[src/rtl/counter_seq_arbiter_pkg.sv]
// Shared FSM state encoding and step constant for the round-robin +/-3 counter arbiter.
package counter_seq_arbiter_pkg;

    typedef enum logic [1:0] {
        IDLE = 2'd0,
        RUN  = 2'd1,
        DONE = 2'd2
    } state_e;

    localparam int STEP = 3;

endpackage

[src/rtl/counter_seq_arbiter_step3_counter.sv]
// N-bit counter stepping by +/-STEP per cycle with synchronous clear; updates land on the next edge.
// No flow control: clear wins over increment, increment over decrement.
module step3_counter
    import counter_seq_arbiter_pkg::*;
#(
    parameter int N = 8
) (
    input  logic         clk_i,
    input  logic         rst_ni,
    input  logic         clr_i,
    input  logic         inc_i,
    input  logic         dec_i,
    output logic [N-1:0] cnt_o
);

    logic [N-1:0] cnt_q, cnt_d;

    // Subtracting STEP is done as adding its one's complement plus one, i.e. ~(STEP-1).
    always_comb begin
        cnt_d = cnt_q;
        if (clr_i) begin
            cnt_d = '0;
        end else if (inc_i) begin
            cnt_d = cnt_q + N'(STEP);
        end else if (dec_i) begin
            cnt_d = cnt_q + ~N'(STEP - 1);
        end
    end

    always_ff @(posedge clk_i or negedge rst_ni) begin
        if (!rst_ni) begin
            cnt_q <= '0;
        end else begin
            cnt_q <= cnt_d;
        end
    end

    assign cnt_o = cnt_q;

endmodule

[src/rtl/counter_seq_arbiter.sv]
// Round-robin arbiter feeding a shared +/-3 counter: accept -> cnt RUN cycles -> one DONE cycle.
// Requesters wait on req_ready, granted only in IDLE; clr aborts without a done pulse.
module counter_seq_arbiter
    import counter_seq_arbiter_pkg::*;
#(
    parameter int N    = 8,
    parameter int NREQ = 4,
    parameter int CW   = 4
) (
    input  logic                     clk,
    input  logic                     rst,
    input  logic                     clr,
    input  logic [NREQ-1:0]          req_valid,
    input  logic [NREQ-1:0]          req_dir,
    input  logic [NREQ*CW-1:0]       req_cnt,
    output logic [NREQ-1:0]          req_ready,
    output logic [N-1:0]             out,
    output logic                     busy,
    output logic                     done,
    output logic [$clog2(NREQ)-1:0]  done_id
);

    localparam int IW = $clog2(NREQ);

    state_e        state_q, state_d;
    logic [CW-1:0] rem_q, rem_d;
    logic          dir_q, dir_d;
    logic [IW-1:0] id_q, id_d;
    logic [IW-1:0] last_q, last_d;

    logic [IW-1:0] gnt_idx;
    logic [IW-1:0] idx;
    logic          gnt_found;
    logic          arb_en;
    logic          accept;
    logic [CW-1:0] sel_cnt;

    // Search starts one past the last grant; NREQ is a power of two so IW-bit wrap is the modulo.
    always_comb begin
        gnt_idx   = '0;
        gnt_found = 1'b0;
        idx       = '0;
        for (int k = 1; k <= NREQ; k++) begin
            idx = last_q + IW'(k);
            if (!gnt_found && req_valid[idx]) begin
                gnt_found = 1'b1;
                gnt_idx   = idx;
            end
        end
    end

    // rst is folded in so req_ready drops immediately on an asynchronous reset.
    assign arb_en    = rst & ~clr & (state_q == IDLE);
    assign accept    = arb_en & gnt_found;
    assign req_ready = accept ? (NREQ'(1) << gnt_idx) : '0;
    assign sel_cnt   = req_cnt[gnt_idx*CW +: CW];

    always_comb begin
        state_d = state_q;
        rem_d   = rem_q;
        dir_d   = dir_q;
        id_d    = id_q;
        last_d  = last_q;
        if (clr) begin
            state_d = IDLE;
            rem_d   = '0;
        end else begin
            case (state_q)
                IDLE: begin
                    if (accept) begin
                        dir_d  = req_dir[gnt_idx];
                        id_d   = gnt_idx;
                        last_d = gnt_idx;
                        if (sel_cnt == '0) begin
                            state_d = DONE;
                        end else begin
                            state_d = RUN;
                            rem_d   = sel_cnt;
                        end
                    end
                end
                RUN: begin
                    rem_d = rem_q - CW'(1);
                    if (rem_q == CW'(1)) begin
                        state_d = DONE;
                    end
                end
                DONE:    state_d = IDLE;
                default: state_d = IDLE;
            endcase
        end
    end

    always_ff @(posedge clk or negedge rst) begin
        if (!rst) begin
            state_q <= IDLE;
            rem_q   <= '0;
            dir_q   <= 1'b0;
            id_q    <= '0;
            last_q  <= IW'(NREQ - 1);
        end else begin
            state_q <= state_d;
            rem_q   <= rem_d;
            dir_q   <= dir_d;
            id_q    <= id_d;
            last_q  <= last_d;
        end
    end

    step3_counter #(.N(N)) u_counter (
        .clk_i  (clk),
        .rst_ni (rst),
        .clr_i  (clr),
        .inc_i  ((state_q == RUN) & ~dir_q),
        .dec_i  ((state_q == RUN) & dir_q),
        .cnt_o  (out)
    );

    assign busy    = (state_q != IDLE);
    assign done    = (state_q == DONE);
    assign done_id = id_q;

endmodule

[config.mk]
export PLATFORM = sky130hd
export DESIGN_NAME = counter_seq_arbiter
export DESIGN_NICKNAME = d
export VERILOG_FILES = /design/src/rtl/counter_seq_arbiter_pkg.sv /design/src/rtl/counter_seq_arbiter_step3_counter.sv /design/src/rtl/counter_seq_arbiter.sv
export SDC_FILE = /design/constraint.sdc
export NUM_CORES = 1
export LEC_CHECK = 0
export ABC_AREA = 1
export BUFFER_PORTS_ARGS = -buffer_cell sky130_fd_sc_hd__buf_2
export CAP_MARGIN = 15
export CELL_PAD_IN_SITES_DETAIL_PLACEMENT = 0
export CELL_PAD_IN_SITES_GLOBAL_PLACEMENT = 2
export CORE_MARGIN = 4
export CORE_UTILIZATION = 25
export CTS_CLUSTER_SIZE = 30
export DETAILED_ROUTE_END_ITERATION = 8
export HOLD_SLACK_MARGIN = 0.08
export PLACE_DENSITY = 0.83
export SKIP_LAST_GASP = 1
export SLEW_MARGIN = 20
export SYNTH_ARGS = -nofsm -noshare
export SYNTH_HDL_FRONTEND = slang
export SYNTH_HIERARCHICAL = 1
export SYNTH_SLANG_ARGS = --single-unit
[constraint.sdc]
create_clock -name clk -period 2.4 [get_ports clk]
set_clock_uncertainty 0.05 [all_clocks]
set_input_delay 0.24 -clock clk [delete_from_list [all_inputs] [get_ports clk]]
set_output_delay 0.24 -clock clk [all_outputs]
set_load 0.005 [all_outputs]
==> flow_metrics.env, run 1 <==
export IMPL_violations="negative setup slack"
export IMPL_grt_pass1_wl_um=8310
export IMPL_place_congestion=0.808
export IMPL_maxSlewViolCount=0
export IMPL_fmax_mhz=415
export IMPL_crit_family="simple AND/OR/NAND/NOR gates"
export IMPL_grt_usage=0.118
export IMPL_drtIter0Drc=86
export IMPL_drtAntennaViolNets=0
export IMPL_critPathKind="register to primary output"
export IMPL_post_route_min_period_ps=2410
export IMPL_cts_tree="built"
export IMPL_wl_per_cell_um=11.2
export IMPL_drive_gt1_frac=0.426
export IMPL_synthFlopType="dfrtp_1"
export IMPL_utilization=0.371
export IMPL_worstMarginPinSlew_ps=262
export IMPL_cap_violations=0
export IMPL_area_delta_synth_final_pct=43.3
export IMPL_layout_setup_ws_ps=-7.37
export IMPL_vias=1884
export IMPL_start_util=0.259
export IMPL_cp_slowest_cell="dfstp_2"
export IMPL_hold_path_class="primary input to register"
export IMPL_root_buffer="clkbuf_8"
export IMPL_cts_num_sinks=19
export IMPL_ys_seq_area_frac=0.271
export IMPL_antenna_found_initial=0
export IMPL_power_density_mw_per_mm2=1690
export IMPL_synth_net_count=307
export IMPL_yosys_warnings=6
export IMPL_start_kind="register"
export IMPL_via_per_inst=4.27
export IMPL_synth_top_area_frac=0.241
export IMPL_hold_violations=0
export IMPL_critical_path_max_fanout=7
export IMPL_crit_required_ps=2110
export IMPL_io_pins=43
export IMPL_ir_worst_vdd_v=0.000640
export IMPL_numCtsBuffers=3
export IMPL_slew_headroom=0.826
export IMPL_cp_common_cell="nand2_2"
export IMPL_grt_max_degree=20
export IMPL_clk_pin_slew_worst_paths_ps=80
export IMPL_htree_levels=1
export IMPL_rows=30
export IMPL_dieHeight_um=92.1
export IMPL_path_cells="inv_4, nand2_2, nand2_2, nand2_2, nand2_4, nor2_4, nand2_1, o21ai_2, nor2_4, inv_4, nand2_2, nor2_4, buf_2"
export IMPL_post_dp_hpwl_um=3800
export IMPL_netlist_top_cells_area="dfrtp_1 24%, nand2_1 23%, inv_1 6.6%"
export IMPL_p_leak_uw=0.00141
export IMPL_core_mm2=0.00683
export IMPL_numPortBuffers=42
export IMPL_syn_avg_cell_area_um2=6.52
export IMPL_clk_latency_ps=260
export IMPL_grt_pass1_vias=1834
export IMPL_yosys_area_top_type="dfrtp_1"
export IMPL_die_w_um=92.1
export IMPL_syn_inst=271
export IMPL_grt_overflow=0
export IMPL_arrival_ps=2120
export IMPL_drc=0
export IMPL_clockBufferDepth=2
export IMPL_dieArea_mm2=0.00848
export IMPL_nets=382
export IMPL_period_share=1.00
export IMPL_run_status="complete, but fails checks"
export IMPL_syn_area_mm2=0.00177
export IMPL_firstDrtPassIters=4
export IMPL_critPathMaxStageDelay_ps=570
export IMPL_setup_violations=1
export IMPL_worst_path_buf_inv=3
export IMPL_rsz0062_at_grt="yes"
export IMPL_synth_edf_count=0
export IMPL_ys_types=31
export IMPL_final_setup_tns_ps=-7.37
export IMPL_end_kind="primary output"
export IMPL_diodes=0
export IMPL_ys_ff_latch=19
export IMPL_totalWireLength_um=4950
export IMPL_async_flop_share=1.00
[per-layer routing]
layer,wire length (um),part of all wire,global-route usage,up-vias
li1,-,-,-,1001
met1,2360,0.48,0.157,843
met2,2350,0.48,0.197,36
met3,187,0.038,0.0164,4
met4,51,0.010,0.0334,0
met5,0,0,0,-
[final timing paths]
path                            cells after the start  slack, ps            endpoint  startpoint
worst max-delay path                               13         -7        req_ready[2]   last_q[0]
worst min-delay path                                5        310               dir_q  req_dir[2]
worst max register to register                     19         10            rem_q[2]   last_q[0]
worst min register to register                      2        460          done_id[1]  done_id[1]
max in group asynchronous                           3       1550           last_q[1]         rst
min in group asynchronous                           3        480  u_counter/cnt_o[0]         rst
[metrics by stage]
stage	cell area, um2	total power [uW]	hold slack [ps]	setup WS, ps	instances
after floorplan	1770	2560	-106	160	271
after global placement	2140	3140	235	5.95	415
after detailed placement	2140	3140	225	19.2	415
after CTS	2280	3610	308	-10.1	427
after global routing	2530	4730	339	-140	441
final	2530	4280	308	-7.37	441
[area by class of cell]
cell class,instances,area [um2]
Clock buffer,3,41.3
Sequential cell,19,478
Tap cell,96,120
Timing Repair Buffer,72,460
Fill cell,761,4300
Clock inverter,1,5.00
Multi-Input combinational cell,212,1270
Inverter,38,155
[worst min-delay path, delay by kind of cell]
kind | cells | cell delay, ps
simple gates | 3 | 180
buf+inv | 1 | 90
compound gates | 1 | 70
[synth_stat cells (all sizes together) (5+ instances only)]
cell      n
a21oi     7
nand2   122
nand4     5
o21ai    13
inv      38
ha        8
nand3b    7
nor2     18
dfrtp    17
nand3    20
[placed cells by master, fill, tap and decap left out, types with 8 or more instances in the layout]
cell / count
buf_2: 42
buf_4: 23
dfrtp_1: 17
ha_1: 8
inv_1: 30
nand2_1: 77
nand2_2: 35
nand2_4: 10
nand3_1: 18
nor2_1: 9
[sequential cells by signal, summed over array words and instances, names as in the netlist]
register and cells:
rem_q 4, last_q 2, done_id 2, state_q 2
dir_q 1, u_counter/cnt_o 8
[power by group]
| part | switching (uW) | internal (uW) | total [uW] |
|---|---|---|---|
| combinational | 1930 | 1500 | 3420 |
| sequential | 146 | 476 | 622 |
| clock | 115 | 116 | 231 |
[logic make-up (layout without fill, tap and decap cells)]
group           Yosys count  after routing  share of synthesized area
simple gates            174            174                      0.464
buf+inv                  40            114                     0.0949
compound gates           25             25                     0.0829
flops                    19             19                      0.271
fa+ha+maj                 9              9                     0.0680
xor+xnor                  4              4                     0.0198
[what timing repair did]
item / CTS / global route
resized for setup: 11 / 47
setup buffers: 7 / 14
hold endpoints to repair: 17 / 0
setup endpoints to repair: 4 / 10
pin swaps: 3 / 28
hold buffers: 1 / 0
(Power assumes the default switching activity.)
==> run 2: changes to the inputs <==
--- a/config.mk
+++ b/config.mk
@@ -11,11 +11,12 @@
 export CELL_PAD_IN_SITES_DETAIL_PLACEMENT = 0
 export CELL_PAD_IN_SITES_GLOBAL_PLACEMENT = 2
 export CORE_MARGIN = 4
-export CORE_UTILIZATION = 25
+export CORE_UTILIZATION = 26
+export CTS_BUF_LIST = sky130_fd_sc_hd__clkbuf_8
 export CTS_CLUSTER_SIZE = 30
 export DETAILED_ROUTE_END_ITERATION = 8
 export HOLD_SLACK_MARGIN = 0.08
-export PLACE_DENSITY = 0.83
+export PLACE_DENSITY = 0.85
 export SKIP_LAST_GASP = 1
 export SLEW_MARGIN = 20
 export SYNTH_ARGS = -nofsm -noshare
==> run 2 against run 1 <==
The run still ends with negative setup slack left. Design area decreased by 7.3%. Total power decreased by 10%. Non-clock buffer count decreased by 12. Register-to-register slack improved by 40 ps. Count of clock-buffer cells in the layout unchanged. Cell count decreased by 7.0%. Critical path depth unchanged. Critical path type unchanged. Critical endpoint unchanged. Largest power group unchanged. Highest routed layer unchanged.
==> flow_metrics.env, run 2 (synthesis results as in run 1) <==
export IMPL_run_status="complete, but fails checks"
export IMPL_violations="negative setup slack"
export IMPL_rows=29
export IMPL_r2r_setup_slack_ps=50
export IMPL_slew_headroom=0.790
export IMPL_clk_latency_ps=260
export IMPL_grt_pass1_vias=1770
export IMPL_layout_setup_ws_ps=-4.49
export IMPL_place_congestion=0.866
export IMPL_power_density_mw_per_mm2=1640
export IMPL_fmax_mhz=416
export IMPL_numPortBuffers=42
export IMPL_root_buffer="clkbuf_8"
export IMPL_htree_levels=1
export IMPL_io_pins=43
export IMPL_wl_per_cell_um=11.6
export IMPL_totalWireLength_um=4760
export IMPL_diodes=0
export IMPL_firstDrtPassIters=4
export IMPL_dieHeight_um=90.4
export IMPL_critical_path_max_fanout=7
export IMPL_cts_tree="built"
export IMPL_grt_max_degree=20
export IMPL_ir_worst_vdd_v=0.000477
export IMPL_p_switching_uw=2040
export IMPL_rr_worst_depth=18
export IMPL_p_sw_frac=0.530
export IMPL_core_mm2=0.00646
export IMPL_grt_overflow=0
export IMPL_setup_violations=1
export IMPL_final_common_cell="nand2_1"
export IMPL_post_route_min_period_ps=2400
export IMPL_cap_violations=0
export IMPL_worstReg2RegEnd="state_q[1]"
export IMPL_total_power_uw=3850
export IMPL_vias=1823
export IMPL_holdPathStages=5
export IMPL_maxSlewViolCount=0
export IMPL_internal_power_uw=1810
export IMPL_seqPwrFrac=0.161
export IMPL_clockBufferDepth=2
export IMPL_final_setup_tns_ps=-4.49
export IMPL_critPathKind="register to primary output"
export IMPL_grt_usage=0.115
export IMPL_numCtsBuffers=3
export IMPL_end_kind="primary output"
export IMPL_area_delta_synth_final_pct=32.9
export IMPL_nets=370
export IMPL_drc=0
export IMPL_drive_gt1_frac=0.345
export IMPL_clk_pin_slew_worst_paths_ps=70
export IMPL_post_dp_hpwl_um=3740
export IMPL_die_w_um=90.4
export IMPL_dieArea_mm2=0.00818
export IMPL_pwr_share_comb=0.781
export IMPL_min_to="dir_q"
export IMPL_hold_path_class="primary input to register"
export IMPL_utilization=0.363
export IMPL_r2r_start="last_q[0]"
export IMPL_worstMarginPinSlew_ps=314
export IMPL_crit_required_ps=2110
export IMPL_arrival_ps=2110
export IMPL_rsz0062_at_grt="yes"
export IMPL_via_per_inst=4.45
export IMPL_start_util=0.274
export IMPL_final_cell_mix="93 x nand2_1, 42 x buf_2, 31 x inv_1"
export IMPL_grt_pass1_wl_um=7880
export IMPL_largest_reg_flops=8
export IMPL_start_kind="register"
export IMPL_period_share=1.00
export IMPL_drtAntennaViolNets=0
export IMPL_hold_ws_ps=313
export IMPL_p_clk_frac=0.058
export IMPL_antenna_found_initial=0
export IMPL_hold_violations=0
export IMPL_min_delay_start="req_dir[2]"
export IMPL_cts_num_sinks=19
export IMPL_drtIter0Drc=46
export IMPL_p_leak_uw=0.00132
[run 2: how the worst max path moves through the flow]
stage | end | from | cells after the start
final | req_ready[2] | last_q[0] | 13
after global routing | req_ready[2] | last_q[1] | 13
after CTS | req_ready[0] | last_q[0] | 12
after detailed placement | rem_q[2] | last_q[0] | 19
after global placement | rem_q[3] | last_q[0] | 17
after floorplan | rem_q[0] | last_q[1] | 21
[run 2: repair_timing]
action                     4_1_cts  5_1_grt
hold endpoints to repair        17        0
setup endpoints to repair        4       10
resized for setup               10       24
hold buffers                     1        0
setup buffers                    1        6
pin swaps                        1       14
[run 2: critical path, stage by stage, from the launching register on]
cell	delay (ps)
dfstp_2	610
inv_4	70
nand2_2	60
nand2_2	80
nand2_2	110
nand2_4	70
nor2_4	140
nand2_1	80
o21ai_2	160
nor2_4	80
inv_4	90
nand2_1	80
nor2_1	110
buf_2	120
[run 2: layout make-up]
class | instances | area (um2)
timing repair buffer | 60 | 359
tap | 77 | 96.3
multi-input combinational | 212 | 1220
sequential | 19 | 478
clock inverter | 1 | 3.75
fill | 726 | 4110
clock buffer | 3 | 41.3
inverter | 38 | 153
[run 2: metrics by stage]
step / std cells / worst slack (ps) / cell area (um2)
floorplan: 271 / 160 / 1770
global placement: 398 / 80.9 / 2130
detailed placement: 398 / 58.0 / 2130
CTS: 404 / 2.54 / 2230
global route: 410 / -139 / 2350
finish: 410 / -4.49 / 2350
[run 2: power by group through the flow]
stage / sequential [uW] / combinational, uW / clock (uW)
after floorplan: 588 / 1970 / 0
after global placement: 618 / 2580 / 0
after detailed placement: 614 / 2580 / 0
after CTS: 610 / 2730 / 237
after global routing: 643 / 3400 / 248
final: 618 / 3000 / 225
[run 2: layer usage]
| metal | GRT usage | wire length [um] | vias up |
|---|---|---|---|
| met2 | 0.190 | 2260 | 41 |
| li1 | - | - | 981 |
| met3 | 0.0133 | 140 | 6 |
| met1 | 0.155 | 2320 | 795 |
| met4 | 0.0370 | 43 | 0 |
| met5 | 0 | 0 | - |
==> run 3: changes to the inputs <==
--- a/config.mk
+++ b/config.mk
@@ -10,6 +10,7 @@
 export CAP_MARGIN = 15
 export CELL_PAD_IN_SITES_DETAIL_PLACEMENT = 0
 export CELL_PAD_IN_SITES_GLOBAL_PLACEMENT = 2
+export CORE_ASPECT_RATIO = 0.6
 export CORE_MARGIN = 4
 export CORE_UTILIZATION = 26
 export CTS_BUF_LIST = sky130_fd_sc_hd__clkbuf_8
==> constraint.sdc (replaced) <==
create_clock -name clk -period 2.4 [get_ports clk]
set_clock_uncertainty 0.05 [all_clocks]
set_input_delay 0.48 -clock clk [delete_from_list [all_inputs] [get_ports clk]]
set_output_delay 0.48 -clock clk [all_outputs]
set_load 0.005 [all_outputs]
==> run 3 against run 2 <==
The run still ends with negative setup slack left. Maximum frequency decreased by 5.8%. Critical path type unchanged. Total power increased by 3.8%. Critical endpoint unchanged. Design area increased by 5.5%. Largest power group unchanged. Highest routed layer is now met3. Critical path depth increased by 1.
==> flow_metrics.env, run 3 (synthesis results as in run 1) <==
export IMPL_start_kind="register"
export IMPL_worstMarginPinSlew_ps=323
export IMPL_dieHeight_um=71.9
export IMPL_drtAntennaViolNets=0
export IMPL_clk_pin_slew_worst_paths_ps=70
export IMPL_fmax_mhz=392
export IMPL_dieArea_mm2=0.00822
export IMPL_grt_busiest_layer="met1"
export IMPL_p_switching_uw=2130
export IMPL_die_w_um=114
export IMPL_fin_cells=425
export IMPL_gr_usage_met2=0.182
export IMPL_place_congestion=0.885
export IMPL_rows=22
export IMPL_p_leak_uw=0.00140
export IMPL_p_clk_frac=0.056
export IMPL_critPathKind="register to primary output"
export IMPL_drive_gt1_frac=0.405
export IMPL_slew_headroom=0.784
export IMPL_maxSlewViolCount=0
export IMPL_cap_violations=0
export IMPL_end_kind="primary output"
export IMPL_grt_pass1_wl_um=8670
export IMPL_root_buffer="clkbuf_8"
export IMPL_rr_worst_depth=19
export IMPL_drtIter0Drc=80
export IMPL_arrival_ps=2020
export IMPL_r2r_start="last_q[0]"
export IMPL_totalWireLength_um=5120
export IMPL_p_sw_frac=0.533
export IMPL_post_route_min_period_ps=2550
export IMPL_largest_reg_flops=8
export IMPL_grt_use_met1=0.206
export IMPL_rsz0062_at_grt="yes"
export IMPL_path_depth=14
export IMPL_total_power_uw=3990
export IMPL_firstDrtPassIters=4
export IMPL_grt_overflow=0
export IMPL_diodes=0
export IMPL_wl_per_cell_um=12.1
export IMPL_layout_setup_ws_ps=-152
export IMPL_crit_required_ps=1870
export IMPL_numPortBuffers=42
export IMPL_use_met3=0.0278
export IMPL_clk_latency_ps=250
export IMPL_cp_common_cell="nand2_2"
export IMPL_htree_levels=1
export IMPL_drc=0
export IMPL_vias=1866
export IMPL_cts_tree="built"
export IMPL_dp_cells=407
export IMPL_post_dp_hpwl_um=3970
export IMPL_grt_max_degree=20
export IMPL_final_common_cell="nand2_1"
export IMPL_ir_worst_vdd_v=0.000527
export IMPL_worstReg2RegEnd="rem_q[3]"
export IMPL_final_setup_tns_ps=-530
export IMPL_critical_path_max_fanout=6
export IMPL_area_delta_synth_final_pct=40.2
export IMPL_antenna_found_initial=0
export IMPL_pwr_share_comb=0.790
export IMPL_critPathMaxStageDelay_ps=580
export IMPL_nets=378
export IMPL_final_cell_mix="83 x nand2_1, 42 x buf_2, 29 x inv_1"
export IMPL_utilization=0.390
export IMPL_start_util=0.278
export IMPL_seqPwrFrac=0.154
export IMPL_holdBufCountCts=0
export IMPL_grt_usage=0.129
export IMPL_power_density_mw_per_mm2=1610
export IMPL_worst_path_buf_inv=5
export IMPL_clockBufferDepth=2
export IMPL_cts_num_sinks=19
export IMPL_cp_slowest_cell="dfstp_2"
export IMPL_crit_family="simple AND/OR/NAND/NOR gates"
export IMPL_violations="negative setup slack"
export IMPL_period_share=1.06
export IMPL_hold_violations=0
export IMPL_numCtsBuffers=3
export IMPL_io_pins=43
export IMPL_run_status="complete, but fails checks"
export IMPL_via_per_inst=4.39
export IMPL_hold_ws_ps=173
export IMPL_path_cells="buf_12, nand2_4, nand2_2, nand2_1, nand2_2, inv_2, nand3_4, nand2_2, inv_2, nand2_2, inv_2, nand2_2, nor2_2, buf_2"
export IMPL_grt_pass1_vias=1779
export IMPL_r2r_setup_slack_ps=20
export IMPL_setup_violations=4
export IMPL_internal_power_uw=1870
export IMPL_core_mm2=0.00636
export IMPL_hold_path_class="primary input to asynchronous set/reset pin"
export IMPL_nFillCells=677
==> run 3: cell count changes in the layout (fill, tap and decap cells not counted), sizes merged <==
cell | before | now
buf | 59 | 68
dlygate4sd3 | 1 | 0
==> run 3: how the worst max path moves through the flow <==
stage | end | startpoint | slack [ps]
CTS | req_ready[3] | last_q[0] | -110
floorplan | req_ready[0] | last_q[1] | 140
finish | req_ready[2] | last_q[0] | -150
global placement | req_ready[2] | last_q[0] | -100
global route | req_ready[3] | last_q[0] | -290
detailed placement | req_ready[1] | last_q[0] | -40
==> run 3: final cells by class <==
class / count / area (um2) / area share
Sequential cell: 19 / 478 / 0.193
Multi-Input combinational cell: 212 / 1270 / 0.514
Tap cell: 84 / 105 / 0.0424
Inverter: 38 / 150 / 0.0606
Timing Repair Buffer: 68 / 425 / 0.172
Clock buffer: 3 / 41.3 / 0.0167
Clock inverter: 1 / 3.75 / 0.00152
==> run 3: power by group through the flow <==
stage / Sequential (uW) / Combinational [uW] / Clock (uW)
floorplan: 588 / 1970 / 0
global route: 636 / 3560 / 252
global placement: 627 / 2600 / 0
CTS: 613 / 3090 / 237
finish: 616 / 3160 / 222
detailed placement: 625 / 2580 / 0
==> run 3: repair_timing <==
item | 4_1_cts | 5_1_grt
pin swaps | 19 | 4
setup endpoints to repair | 8 | 10
buffers inserted | 14 | 0
gates resized for setup | 42 | 8
==> run 3: per-layer routing <==
layer	wire [um]	part of all wire
met3	285	0.056
met1	2790	0.54
met4	0	0
met2	2050	0.40
met5	0	0
==> run 3: metrics by stage <==
step / cell area [um2] / setup WS, ps
after floorplan: 1770 / 141
after global placement: 2150 / -96.6
after detailed placement: 2150 / -40.5
after CTS: 2450 / -108
after global routing: 2480 / -292
final: 2480 / -152
